$ cat src/rtl/hit_serializer.sv
// Buffers live groups of per-lane hit candidates in a small FIFO and emits the
// surviving lanes one per cycle over a valid/ready handshake, throttling upstream via halt.
module hit_serializer #(
    parameter int SIGFIG     = 24,
    parameter int RADIX      = 10,
    parameter int AXIS       = 3,
    parameter int COLORS     = 3,
    parameter int SAMPS      = 4,
    parameter int FIFO_DEPTH = 8,
    parameter int SKID       = 3
) (
    input  logic                     clk,
    input  logic                     rst,
    input  logic signed [SIGFIG-1:0] hit_R18S       [AXIS][SAMPS],
    input  logic        [SIGFIG-1:0] color_R18U     [COLORS],
    input  logic        [SAMPS-1:0]  hit_valid_R18H,
    output logic                     halt_RnnnnL,
    output logic signed [SIGFIG-1:0] hit_R19S       [AXIS],
    output logic        [SIGFIG-1:0] color_R19U     [COLORS],
    output logic                     hit_valid_R19H,
    input  logic                     ready_R19H,
    output logic                     overflow_R19H
);

    localparam int PW = (FIFO_DEPTH > 1) ? $clog2(FIFO_DEPTH) : 1;
    localparam int CW = $clog2(FIFO_DEPTH + 1);
    localparam int LW = (SAMPS > 1) ? $clog2(SAMPS) : 1;
    localparam logic [CW-1:0] DEPTH_C = CW'(FIFO_DEPTH);
    localparam logic [CW-1:0] SKID_C  = CW'(SKID);

    // Position words are fixed point, so the fraction width must fit inside them.
    if ((FIFO_DEPTH & (FIFO_DEPTH - 1)) != 0 || FIFO_DEPTH < SKID + 1 || RADIX > SIGFIG) begin : g_bad_params
        $error("hit_serializer: illegal parameter combination");
    end

    function automatic logic [LW-1:0] lowest_lane(input logic [SAMPS-1:0] m);
        lowest_lane = '0;
        for (int i = SAMPS - 1; i >= 0; i--) begin
            if (m[i]) lowest_lane = LW'(i);
        end
    endfunction

    logic signed [SIGFIG-1:0] fifo_hit   [FIFO_DEPTH][AXIS][SAMPS];
    logic        [SIGFIG-1:0] fifo_color [FIFO_DEPTH][COLORS];
    logic        [SAMPS-1:0]  fifo_mask  [FIFO_DEPTH];

    logic [PW-1:0]    wr_ptr, rd_ptr;
    logic [CW-1:0]    count;
    logic [SAMPS-1:0] wmask;

    logic             live, have, out_load, take, pop, push;
    logic [SAMPS-1:0] eff_mask, rest_mask;
    logic [LW-1:0]    lane;

    always_comb begin
        live      = |hit_valid_R18H;
        have      = (count != '0);
        out_load  = !hit_valid_R19H || ready_R19H;
        take      = out_load && have;
        // A zero working mask means the head entry has not been started yet.
        eff_mask  = (wmask != '0) ? wmask : fifo_mask[rd_ptr];
        lane      = lowest_lane(eff_mask);
        rest_mask = eff_mask & ~(SAMPS'(1) << lane);
        pop       = take && (rest_mask == '0);
        push      = live && ((count < DEPTH_C) || pop);
    end

    assign halt_RnnnnL = (DEPTH_C - count) > SKID_C;

    // R18 -> FIFO storage
    always_ff @(posedge clk) begin
        if (push) begin
            for (int a = 0; a < AXIS; a++) begin
                for (int s = 0; s < SAMPS; s++) begin
                    fifo_hit[wr_ptr][a][s] <= hit_R18S[a][s];
                end
            end
            for (int c = 0; c < COLORS; c++) begin
                fifo_color[wr_ptr][c] <= color_R18U[c];
            end
            fifo_mask[wr_ptr] <= hit_valid_R18H;
        end
    end

    always_ff @(posedge clk) begin
        if (rst) begin
            wr_ptr        <= '0;
            rd_ptr        <= '0;
            count         <= '0;
            wmask         <= '0;
            overflow_R19H <= 1'b0;
        end else begin
            if (push) wr_ptr <= wr_ptr + 1'b1;
            if (pop)  rd_ptr <= rd_ptr + 1'b1;
            if (push && !pop)      count <= count + 1'b1;
            else if (pop && !push) count <= count - 1'b1;
            if (take) wmask <= rest_mask;
            if (live && !push) overflow_R19H <= 1'b1;
        end
    end

    // FIFO head -> R19 output register
    always_ff @(posedge clk) begin
        if (rst) begin
            hit_valid_R19H <= 1'b0;
            for (int a = 0; a < AXIS; a++)   hit_R19S[a]   <= '0;
            for (int c = 0; c < COLORS; c++) color_R19U[c] <= '0;
        end else if (out_load) begin
            hit_valid_R19H <= take;
            if (take) begin
                for (int a = 0; a < AXIS; a++)   hit_R19S[a]   <= fifo_hit[rd_ptr][a][lane];
                for (int c = 0; c < COLORS; c++) color_R19U[c] <= fifo_color[rd_ptr][c];
            end
        end
    end

endmodule

$ cat config.mk
export PLATFORM = sky130hd
export DESIGN_NAME = hit_serializer
export DESIGN_NICKNAME = d
export VERILOG_FILES = /design/src/rtl/hit_serializer.sv
export SDC_FILE = /design/constraint.sdc
export NUM_CORES = 2
export LEC_CHECK = 0
export BUFFER_PORTS_ARGS = -buffer_cell sky130_fd_sc_hd__buf_4
export CAP_MARGIN = 5
export CORE_MARGIN = 4
export CORE_UTILIZATION = 55
export CTS_CLUSTER_DIAMETER = 120
export DETAILED_ROUTE_END_ITERATION = 10
export PLACE_DENSITY = 0.69
export SYNTH_ARGS = -nofsm -noshare
export SYNTH_HDL_FRONTEND = slang
export SYNTH_SLANG_ARGS = --single-unit
$ cat constraint.sdc
create_clock -name clk -period 50.5 [get_ports clk]
set_input_delay 10.1 -clock clk [delete_from_list [all_inputs] [get_ports clk]]
set_output_delay 10.1 -clock clk [all_outputs]
set_load 0.01 [all_outputs]
==> key figures <==
Timing
  – Clk_skew: 0.09138 ns
  – Slew @ Worst Pin: 1.329 ns
  – Max frequency: 69.48 MHz
  – Final Slew Violations: 0
  – Final Hold Fails: 0
  – Setup TNS: 0 ns
  – Period minus WS final: approximately 14 ns
  – Worst Slack Setup Final: around 36 ns
  – Slew HR: 11.42%
  – Worst Hold Slack: 0.5028 ns
  – Fin crit share: 28.50%
  – Final setup fails: 0
  – RSZ-0062 raised after global routing: false

Final layout
  – # fillers: 14026
  – Fraction of final layout cells sized beyond drive strength 1: 34.08%
  – Final net count: 6213
  – Finished Cell Area: ~130000 µm²
  – Area growth, synth to finish: 14.67%

Yosys
  – Syn_area_per_cell: approximately 22 µm²
  – Simple-gate portion of the synthesized area: roughly 1.4%
  – Adder-cell share of the synthesized area: less than 1%
  – Top-area cell type share of the netlist area: between 70% and 80%
  – Number of flops mapped to enable cells by yosys: approximately 2900
  – Synth Cell Area: 116700 µm²
  – Ys async rst share: 0%
  – Yosys top cell by area: edfxtp_1
  – Post-Synth XOR/XNOR Area: 0.04504%
  – Post-synthesis mux area share: 17.40%
  – Largest family of logic cells by synthesized area: multiplexers
  – Syn Nets: between 5000 and 6000
  – Number of synthesized register bits: 3075
  – Main area contributors after synthesis: edfxtp_1, mux4_2, dfxtp_1
  – Syn Inst Count: roughly 5200
  – Post-synth top flop: edfxtp_1
  – Synth warn: 0
  – Sequential-to-total area share from yosys stat: 77.74%
  – Synth unique cells: between 40 and 50
  – Compound-gate portion of the synthesized area: about 2.2%

Hold path
  – Worst Hold Class: flip-flop to flip-flop

Global route
  – Initial antenna violation count: 102
  – Global route overflow: 0
  – Vias in the first global route: around 57000
  – Met3 Use GR: about 6%
  – Met2 Usage GRT: a little under two fifths
  – M1 GR Usage: around 33%
  – Largest net degree at the start of global routing: between 100 and 150
  – First-pass GRT wire length: around 390000 µm
  – GR peak layer: met2
  – Global-route usage over all layers: about a quarter

Power and ir drop
  – Peak supply drop: 0.00007716 V
  – Logic gate share of total power: 27.5%
  – Int Power: 5.519 mW
  – Sequential Power Share: ~44%
  – Pwr Total: roughly 7.9 mW
  – PwrDens: between 50 and 60 nW/µm²
  – Net Sw Frac: 30.23%
  – Clk pwr share: 28.1%
  – Leakage: 42.06 nW
  – Sw power: around 2.4 mW

Critical path
  – Setup crit start kind: input pin
  – CP Capture Type: flip-flop
  – Worst path arrival time: ~15 ns
  – Required @ worst endpoint: 51.02 ns
  – Crit path kind: input pin to flip-flop
  – Reg2reg setup slack: roughly 43 ns
  – Crit Path Max Fanout: 54

Run status
  – Outcome: finished, final reports clean

Routing
  – Drt wl/cell: about 29 µm
  – Detailed Route Iter0 Violations: 5485
  – Drt first pass iters: 5
  – Vias: ~55000
  – Drt drc: 0
  – Routed Wire Length: approximately 260000 µm
  – Post-route ant nets: 0
  – Vias/cell: between 6 and 7

Run
  – MaxCap Viol Count: 0

Place
  – Pre-CTS setup slack: approximately 35 ns
  – # port buffers: 513
  – Placed cell area: ~120000 µm²
  – Gpl congestion: slightly below 0.8
  – Hpwl dp: between 100000 and 150000 µm

CTS
  – Setup Fix Bufs, Post-CTS: 0
  – Worst-Skew Late Latency: a little under 1 ns
  – CTS Hold Buffers Added: 0
  – CTS tree: done
  – Number of H-tree levels: 5
  – TritonCTS buffer count: ~320
  – Clock Sinks: about 3100
  – Clk pin slew, worst setup/hold paths: about 0.060 ns
  – Post-CTS resize count: 0
  – CTS Buffer Depth: 4
  – Root Driver: clkbuf_16

Floorplanning
  – Initial Util: approximately 56%
  – Die width: 468.6 µm
  – Die area: roughly 220000 µm²
  – Die Span Y: between 400 and 500 µm
  – Site row count: approximately 170
  – Core Area: about 210000 µm²
  – # IOs: 514
Yosys cell counts (all sizes together), types with 2 or more instances:
cell type  instances
o21ai              3
nand3             75
buf              116
edfxtp          2912
nor2b              2
a211oi           218
mux2             217
a31oi              2
or2                2
a21oi             80
a41o               2
o211ai             3
xnor2              3
ha                 5
xor2               3
a221o              2
clkbuf           185
mux2i            151
nor3b              5
nand3b             2
mux4             726
dfxtp            163
nor3               3
inv                2
nand2             78
nor2             231
nand2b             3
per-stage QoR:
step           util, %  std cells
2_1_floorplan        -       5207
3_3_place_gp     58.89       8322
3_5_place_dp     58.89       8322
4_1_cts          63.58       8879
5_1_grt          63.62       8908
6_report         63.65       8936
power by group through the flow:
stage | Combinational, mW | Clock [mW] | Sequential, mW
after floorplan | 1.39 | 0 | 3.99
after global placement | 2.19 | 0 | 3.54
after detailed placement | 2.20 | 0 | 3.57
after CTS | 2.21 | 2.27 | 3.52
after global routing | 2.33 | 2.38 | 3.55
final | 2.17 | 2.22 | 3.51
worst max-delay path: stages:
cell,delay (ns)
buf_4,0.13
or4_1,0.19
o21a_1,0.14
o31a_1,0.36
nand2b_1,0.26
nor2_4,1.03
buf_4,0.84
buf_4,0.79
buf_4,0.81
state kept, by name (all words and copies together) (netlist names), 3 cells and up, named ones only:
signal,cells
fifo_hit,2304
count,4
fifo_mask,32
rd_ptr,3
wr_ptr,3
color_R19U,72
wmask,4
hit_R19S,72
fifo_color,576
path summary, 6_finish.rpt:
check / startpoint / end / cells past startpoint
max: hit_valid_R18H[1] / fifo_hit[3][243] / 9
min: color_R19U[58] / color_R19U[58] / 2
max reg2reg: flip-flop / fifo_hit[3][243] / 10
min reg2reg: color_R19U[58] / color_R19U[58] / 2
per-layer routing:
| metal | vias to the layer above | share of wire (%) |
|---|---|---|
| met2 | 1984 | 49 |
| met3 | 503 | 8.2 |
| met4 | 56 | 2.9 |
| li1 | 23188 | - |
| met1 | 29348 | 40 |
| met5 | - | 0.12 |
cells in the final DEF, fill, tap and decap left out, drive strengths merged, types with 5 or more instances in the layout:
cell,netlist,final
nor2,231,231
nand3,75,75
bufinv,0,17
ha,5,5
mux4,726,726
clkbuf,185,426
nand2,78,78
clkinvlp,0,7
clkinv,0,98
mux2,217,217
mux2i,151,151
a211oi,218,218
nor3b,5,5
edfxtp,2912,2912
buf,116,611
inv,2,11
diode,0,57
a21oi,80,80
dfxtp,163,163
kinds of logic after synthesis:
family          count (synthesis)
compound gates                317
fa+ha+maj                       6
mux                          1094
buf+inv                       303
xor+xnor                        6
flops                        3075
simple gates                  406
area by class of cell:
type                       instances  area, µm²  area share (%)
antenna                           57      142.6          0.1066
multi-input combinational       1829      24780           18.52
tap                             2805       3510           2.623
timing repair buffer             611       4757           3.555
inverter                           2      7.507        0.005611
sequential                      3075      90730           67.81
clock inverter                   131       1106          0.8267
clock buffer                     426       8765           6.551
Power figures use the tool's default switching activity.
